[config.mk]
export PLATFORM = sky130hd
export DESIGN_NAME = uart_rx_fsm
export DESIGN_NICKNAME = d
export VERILOG_FILES = /design/src/rtl/uart_rx_pkg.sv /design/src/rtl/uart_rx_edge_bit_cnt.sv /design/src/rtl/uart_rx_fsm.sv
export SDC_FILE = /design/constraint.sdc
export NUM_CORES = 1
export LEC_CHECK = 0
export CAP_MARGIN = 30
export CORE_ASPECT_RATIO = 0.7
export CORE_MARGIN = 5
export CORE_UTILIZATION = 40
export DETAILED_ROUTE_END_ITERATION = 7
export GPL_ROUTABILITY_DRIVEN = 0
export GPL_TIMING_DRIVEN = 0
export PLACE_DENSITY = 0.65
export SLEW_MARGIN = 20
export SYNTH_ARGS = -nofsm -noshare
export SYNTH_HDL_FRONTEND = slang
export SYNTH_HIERARCHICAL = 1
export SYNTH_SLANG_ARGS = --single-unit
[constraint.sdc]
create_clock -name clk -period 4.3 [get_ports clk]
set_input_delay 1.29 -clock clk [delete_from_list [all_inputs] [get_ports clk]]
set_output_delay 1.29 -clock clk [all_outputs]
set_load 0.01 [all_outputs]
[src/rtl/uart_rx_pkg.sv]
// rtl/uart_rx_pkg.sv - shared state type and frame constants for the UART receive path
package uart_rx_pkg;

  typedef enum logic [2:0] {
    IDLE,
    START,
    DATA,
    PARITY,
    STOP
  } rx_state_t;

  localparam int DATA_BITS     = 8;
  localparam int START_BIT_IDX = 0;
  localparam int PAR_BIT_IDX   = 9;

  localparam int PRESCALE_8  = 8;
  localparam int PRESCALE_16 = 16;
  localparam int PRESCALE_32 = 32;

endpackage

[src/rtl/uart_rx_edge_bit_cnt.sv]
// rtl/uart_rx_edge_bit_cnt.sv - oversampling edge counter and frame bit counter
module uart_rx_edge_bit_cnt
  import uart_rx_pkg::*;
#(
  parameter int PRESCALE_W = 6,
  parameter int BIT_CNT_W  = 4
) (
  input  logic                  clk,
  input  logic                  rst,
  input  logic                  en,
  input  logic                  clr,
  input  logic [PRESCALE_W-1:0] prescale,
  output logic [PRESCALE_W-1:0] edge_cnt,
  output logic [BIT_CNT_W-1:0]  bit_cnt,
  output logic                  bit_end
);

  assign bit_end = en && (edge_cnt == prescale - PRESCALE_W'(1));

  always_ff @(posedge clk or posedge rst) begin
    if (rst) begin
      edge_cnt <= '0;
      bit_cnt  <= '0;
    end else if (!en || clr) begin
      edge_cnt <= '0;
      bit_cnt  <= '0;
    end else if (bit_end) begin
      edge_cnt <= '0;
      bit_cnt  <= bit_cnt + BIT_CNT_W'(1);
    end else begin
      edge_cnt <= edge_cnt + PRESCALE_W'(1);
    end
  end

endmodule

[src/rtl/uart_rx_fsm.sv]
// rtl/uart_rx_fsm.sv - UART receive sequencer driving sampler, deserializer and checker enables
module uart_rx_fsm
  import uart_rx_pkg::*;
#(
  parameter int PRESCALE_W = 6,
  parameter int BIT_CNT_W  = 4
) (
  input  logic                  clk,
  input  logic                  rst,
  input  logic                  rx_in,
  input  logic [PRESCALE_W-1:0] prescale,
  input  logic                  par_en,
  input  logic                  strt_glitch,
  input  logic                  par_err,
  input  logic                  stp_err,
  output logic                  samp_en,
  output logic                  strt_chk_en,
  output logic                  deser_en,
  output logic                  par_chk_en,
  output logic                  stp_chk_en,
  output logic                  data_valid,
  output logic                  busy
);

  rx_state_t             state;
  logic [PRESCALE_W-1:0] p_lat;
  logic [PRESCALE_W-1:0] half;
  logic [PRESCALE_W-1:0] edge_cnt;
  logic [BIT_CNT_W-1:0]  bit_cnt;
  logic                  par_lat;
  logic                  par_flag;
  logic                  bit_end;
  logic                  cnt_en;
  logic                  cnt_clr;
  logic                  samp_pre;
  logic                  chk_pre;

  assign half     = p_lat >> 1;
  assign cnt_en   = (state != IDLE);
  assign cnt_clr  = bit_end && ((state == STOP) || ((state == START) && strt_glitch));
  // Outputs are registered, so decode one edge early; no state change happens mid-bit.
  assign samp_pre = (edge_cnt >= half - PRESCALE_W'(2)) && (edge_cnt <= half);
  assign chk_pre  = (edge_cnt == half + PRESCALE_W'(1));

  uart_rx_edge_bit_cnt #(
    .PRESCALE_W(PRESCALE_W),
    .BIT_CNT_W (BIT_CNT_W)
  ) u_cnt (
    .clk     (clk),
    .rst     (rst),
    .en      (cnt_en),
    .clr     (cnt_clr),
    .prescale(p_lat),
    .edge_cnt(edge_cnt),
    .bit_cnt (bit_cnt),
    .bit_end (bit_end)
  );

  always_ff @(posedge clk or posedge rst) begin
    if (rst) begin
      state       <= IDLE;
      p_lat       <= '0;
      par_lat     <= 1'b0;
      par_flag    <= 1'b0;
      samp_en     <= 1'b0;
      strt_chk_en <= 1'b0;
      deser_en    <= 1'b0;
      par_chk_en  <= 1'b0;
      stp_chk_en  <= 1'b0;
      data_valid  <= 1'b0;
      busy        <= 1'b0;
    end else begin
      samp_en     <= (state != IDLE) && samp_pre;
      strt_chk_en <= 1'b0;
      deser_en    <= 1'b0;
      par_chk_en  <= 1'b0;
      stp_chk_en  <= 1'b0;
      data_valid  <= 1'b0;
      case (state)
        IDLE: begin
          if (!rx_in) begin
            state   <= START;
            busy    <= 1'b1;
            p_lat   <= prescale;
            par_lat <= par_en;
          end
        end
        START: begin
          strt_chk_en <= chk_pre;
          if (bit_end) begin
            if (strt_glitch) begin
              state <= IDLE;
              busy  <= 1'b0;
            end else begin
              state <= DATA;
            end
          end
        end
        DATA: begin
          deser_en <= chk_pre;
          if (bit_end && (bit_cnt == BIT_CNT_W'(DATA_BITS))) begin
            state <= par_lat ? PARITY : STOP;
          end
        end
        PARITY: begin
          par_chk_en <= chk_pre;
          if (bit_end) begin
            par_flag <= par_err;
            state    <= STOP;
          end
        end
        STOP: begin
          stp_chk_en <= chk_pre;
          if (bit_end) begin
            data_valid <= !stp_err && !par_flag;
            par_flag   <= 1'b0;
            state      <= IDLE;
            busy       <= 1'b0;
          end
        end
        default: begin
          state <= IDLE;
          busy  <= 1'b0;
        end
      endcase
    end
  end

endmodule

==> impl_metrics.ini, run 1 <==
[status]
status = complete, no violations

[worst_setup_path]
critical_path_class = reg -> reg
crit_chain = inv_1, ha_1, xor2_1, nand3_1, or4_1, buf_2, nor2_2, inv_1, o21a_1, o41ai_1
end_kind = flop
arrival_ns = 3.25
ff2ff_setup_slack_ns = 1.21
critPathSlowestCell = dfrtp_1
path_common_cell = inv_1
cpPeakStageDelay_ns = 0.52
path_max_fanout = 13
worstSetupStartpointType = flop
cp.required_ns = 4.45

[cts]
cts.clk_slew.worst_paths_ns = 0.09
cts_sinks = 28
postCtsSetupBuffers = 0
cts_tree = built
cts_hold_buf = 0
root_buffer = clkbuf_8
htree_levels = 1
post_cts_resized = 0
cts_buffer_depth = 2
clk_latency_ns = 0.27
numCtsBuffers = 3

[timing]
grt_setup_unrepaired = false
fin_hold_ws_ns = 0.474
tightest_slew_ns = 0.725
relSlewSlack_pct = 51.6
maxSlewViolCount = 0
fin_crit_ns = 3.09
setup_tns_ns = 0
setup_viol = 0
fmax_ghz = 0.323
fin_skew_ns = 0.00495
finalCritPeriodShare_pct = 72.0
hold_violations = 0

[yosys]
synth_seq_cells = 28
synthesis.instances = 203
synthesis.area_um2 = 1900
syn_nets = 232
async_flop_share_pct = 100
synth_ff_type = dfrtp_1
yosys_warnings = 6
synth_cell_types = 53
ys_seq_area_share_pct = 36.9
syn_area_per_cell_um2 = 9.36
synth_edf_count = 0

[floorplanning]
io_pins = 20
die_y_um = 67.7
row_count = 21
die_w_um = 92.4
start_util_pct = 40.6
core-area_um2 = 4680
dieArea_um2 = 6250

[place]
hpwl_um = 3030
port_buffers = 19

[grt]
grt_pass1_wl_um = 6760
grt.total_usage_pct = 13.6
antenna_found_initial = 0
grt_max_degree = 19
grt_pass1_vias = 1328
grt_remaining_overflow = 0

[drt]
drtAntennaViolNets = 0
vias_per_cell = 5.35
routed_wl_um = 4070
num_vias = 1510
drt-initial-drc-count = 102
firstDrtPassIters = 4
post_drt_wl_per_cell_um = 14.4
drc = 0

[final_layout]
drive_gt1_share_pct = 7.11
multiInputGateArea_um2 = 1100
n_fill_cell = 463
seqCellArea_um2 = 701
nNetsFinal = 256
antenna_cells = 0
areaGrowthSynthToFinish_pct = 15.9

[power]
powerDensity_nw_per_um2 = 679
peakVddDrop_mv = 0.326
p_leak_nw = 0.914

[flow_run]
drv_cap = 0

[min_path]
hold_path.class = reg -> reg
-- sequential cells by signal (all words and copies together), names as in the netlist, 3 cells and up --
| name | cells |
|---|---|
| u_cnt/edge_cnt | 6 |
| p_lat | 6 |
| u_cnt/bit_cnt | 4 |
| state | 3 |
-- cell type report --
cell class | count | share of cell area, %
Inverter | 14 | 2.39
Multi-Input combinational cell | 155 | 50.1
Sequential cell | 28 | 31.8
Clock buffer | 3 | 1.87
Tap cell | 57 | 3.24
Timing Repair Buffer | 19 | 8.63
Buffer | 6 | 1.99
-- final timing paths --
| kind | from | endpoint | cells past startpoint |
|---|---|---|---|
| hold reg to reg | par_flag | data_valid | 1 |
| min in group asynchronous | rst | u_cnt/bit_cnt[1] | 2 |
| max in group asynchronous | rst | p_lat[4] | 2 |
| setup reg to reg | p_lat[1] | state[1] | 10 |
| hold / removal | par_flag | data_valid | 1 |
| setup / recovery | p_lat[1] | state[1] | 10 |
-- worst max-delay path, delay by kind of cell (launching register included) --
| family | cells | cell delay, ns |
|---|---|---|
| AOI/OAI and AO/OA | 2 | 0.55 |
| adders and majority gates | 1 | 0.29 |
| and+or+nand+nor | 3 | 1.01 |
| DFF | 1 | 0.52 |
| buffers and inverters | 3 | 0.47 |
| xor gates and xnor gates | 1 | 0.15 |
-- per-stage QoR --
step | setup slack [ns] | area, µm² | std cells | power [mW] | utilization (%)
global placement | 1.25 | 2160 | 279 | 1.33 | 46.2
CTS | 1.19 | 2200 | 282 | 1.50 | 47.1
global route | 0.879 | 2200 | 282 | 1.63 | 47.1
floorplan | 1.71 | 1900 | 203 | 1.14 | -
detailed placement | 1.22 | 2160 | 279 | 1.35 | 46.2
finish | 1.21 | 2200 | 282 | 1.50 | 47.1
-- synth_stat cells (2+ instances only) --
library cell,number,area [µm²]
a21oi_1,12,60.1
and3_1,2,12.5
buf_2,2,10.0
clkbuf_4,2,15.0
dfrtp_1,28,701
ha_1,16,200
inv_1,14,52.6
mux2_1,3,33.8
nand2_1,15,56.3
nand3_1,7,35.0
nor2_1,9,33.8
nor2b_1,8,50.1
nor3_1,10,50.1
nor3b_1,2,15.0
nor4_1,4,25.0
o21a_1,2,15.0
o21ai_0,5,25.0
o21ai_1,5,25.0
o31ai_1,3,22.5
or3_1,4,25.0
or4_1,3,22.5
xnor2_1,12,105
xor2_1,5,43.8
-- per-layer routing --
metal,up-vias,part of all wire (%),wire [µm],GRT usage (%)
li1,774,-,-,-
met1,707,54,2190,20.7
met2,25,42,1690,19.2
met3,4,4.4,178,3.67
met4,0,0.29,12,1.85
met5,-,0,0,0
-- logic make-up after synthesis --
family / Yosys count / synth area share (%)
AND/OR/NAND/NOR: 76 / 23.0
AO/OA/AOI/OAI: 41 / 13.9
flip-flops: 28 / 36.9
buffers and inverters: 20 / 5.07
XOR/XNOR: 17 / 7.83
adder cells (fa/ha/maj): 17 / 11.1
multiplexers: 4 / 2.30
-- placed cells by master (no fill, tap or decap), types with 4 or more instances in the layout --
cell,instances
inv_1,14
nor3_1,10
o21ai_0,5
nor4_1,4
clkdlybuf4s50_1,19
dfrtp_1,28
nand3_1,7
xor2_1,5
nor2b_1,8
nor2_1,9
ha_1,16
nand2_1,15
or3_1,4
xnor2_1,12
o21ai_1,5
a21oi_1,12
-- power by group --
part / switching [mW] / internal, mW / total (mW)
logic: 0.461 / 0.414 / 0.875
registers: 0.141 / 0.339 / 0.480
clock network: 0.0776 / 0.0629 / 0.140
Power figures use the tool's default switching activity.
==> run 2, diff against run 1 <==
clock period = 2.95 ns   (was 4.3 ns; I/O delays follow)
==> run 2 against run 1 <==
- die area unchanged
- final cell count grew 2.1%
- register-to-register slack worse by 0.97 ns
- sequential share of layout area is 0.67 points lower
- first-iteration DRC count decreased by 15%
- total power increased by 49%
- sequential cell count unchanged
- via count is 2.3% higher
- combinational power increased by 51%
- core utilization is 1.1 points higher
- largest cell class unchanged
==> impl_metrics.ini, run 2 (same netlist as run 1, synthesis figures left out) <==
[status]
status = complete, no violations

[timing]
fmax_ghz = 0.368
fin_crit_ns = 2.72
tightest_slew_ns = 0.722
setup_viol = 0
setup_tns_ns = 0
finalCritPeriodShare_pct = 92.2
fin_skew_ns = 0.00741
grt_setup_unrepaired = false
relSlewSlack_pct = 51.8
maxSlewViolCount = 0
hold_violations = 0

[worst_setup_path]
crit_chain = inv_1, ha_1, xor2_1, nand3_1, or4_1, buf_2, nor2_4, inv_1, o21a_1, o41ai_1
end_kind = flop
path_common_cell = inv_1
crit_family = simple AND/OR/NAND/NOR gates
cp.required_ns = 3.11
r2r-start = p_lat[0]
arrival_ns = 2.87
critPathSlowestCell = dfrtp_1
critical_path_class = reg -> reg
critPathCapture = state[1]
path_depth = 10
rr_endpoint = state[1]
critPathLaunch = p_lat[0]
cpPeakStageDelay_ns = 0.48
reg2reg_depth = 10
ff2ff_setup_slack_ns = 0.23
worstSetupStartpointType = flop
path_max_fanout = 9
worst-path-buf-inv = 3

[final_layout]
antenna_cells = 0
nNetsFinal = 262
top_regs = p_lat: 6 flops, u_cnt/edge_cnt: 6 flops, u_cnt/bit_cnt: 4 flops
layout_commonest_cell = dfrtp_1
finalInstanceArea_um2 = 2250
final_cell_mix = dfrtp_1, clkdlybuf4s50_1, ha_1
drive_gt1_share_pct = 9.96
areaGrowthSynthToFinish_pct = 18.6

[place]
dpl_cell_area_um2 = 2160
hpwl_um = 3030
port_buffers = 19

[floorplanning]
die_w_um = 92.4
io_pins = 20
core-area_um2 = 4680
start_util_pct = 40.6
row_count = 21
dieArea_um2 = 6250
die_y_um = 67.7

[drt]
drt-initial-drc-count = 87
num_vias = 1544
routed_wl_um = 4120
drc = 0
drtAntennaViolNets = 0
firstDrtPassIters = 4
post_drt_wl_per_cell_um = 14.3
vias_per_cell = 5.36

[cts]
cts_sinks = 28
numCtsBuffers = 3
cts_hold_buf = 0
cts.clk_slew.worst_paths_ns = 0.09
root_buffer = clkbuf_8
cts_buffer_depth = 2
cts_tree = built
htree_levels = 1
clk_latency_ns = 0.27

[grt]
grt_remaining_overflow = 0
antenna_found_initial = 0
grt.total_usage_pct = 13.6
grt_pass1_wl_um = 6760
grt_max_degree = 19
grt_pass1_vias = 1328

[power]
power_mw = 2.23
powerDensity_nw_per_um2 = 988
p_leak_nw = 0.946
peakVddDrop_mv = 0.449

[flow_run]
drv_cap = 0

[min_path]
hold_path.class = reg -> reg
## run 2: cell types whose count changed in the layout (fill, tap and decap cells not counted)
cell,previous run,this run
dfrtp_2,0,1
nor2_2,1,0
dfrtp_1,28,27
nor2_4,1,2
buf_4,1,7
## run 2: worst reg2reg max path, stage by stage (launching register included)
cell and delay, ns:
dfrtp_1 0.48, inv_1 0.07, ha_1 0.30, xor2_1 0.14, nand3_1 0.09, or4_1 0.47
buf_2 0.18, nor2_4 0.23, inv_1 0.14, o21a_1 0.24, o41ai_1 0.28
## run 2: timing repair
action | 4_1_cts | 5_1_grt
resized for setup | 1 | 1
pin swaps | 0 | 1
buffers inserted | 0 | 6
setup endpoints to repair | 13 | 13
## run 2: layer usage
metal	global-route usage, %	wire [µm]	up-vias	share of wire (%)
met5	0	0	-	0
met4	1.85	12	0	0.29
met3	3.67	229	4	5.6
met2	19.2	1690	37	41
met1	20.7	2190	718	53
li1	-	-	785	-
## run 2: how the worst min path moves through the flow
stage,startpoint,to,depth (start not counted)
floorplan,par_flag,data_valid,1
finish,par_flag,data_valid,1
global placement,par_flag,data_valid,1
global route,par_flag,data_valid,1
detailed placement,par_flag,data_valid,1
CTS,par_flag,data_valid,1
## run 2: final cells by class
type	instances	area, µm²
Multi-Input combinational cell	155	1110
Buffer	6	43.8
Tap cell	57	71.3
Inverter	14	52.6
Timing Repair Buffer	25	235
Sequential cell	28	702
Clock buffer	3	41.3
Fill cell	461	2420
## run 2: power by group
part,switching (mW),internal [mW]
logic,0.683,0.636
registers,0.206,0.495
clock network,0.115,0.0918
total,1.00,1.22
## run 2: metrics by stage
stage	util [%]	instances	hold slack (ns)	setup slack [ns]
after CTS	47.2	282	0.476	0.0569
after detailed placement	46.2	279	0.465	-0.130
after global routing	48.2	288	0.497	0.0182
final	48.2	288	0.472	0.230
after global placement	46.2	279	0.465	-0.103
after floorplan	-	203	0.432	0.363
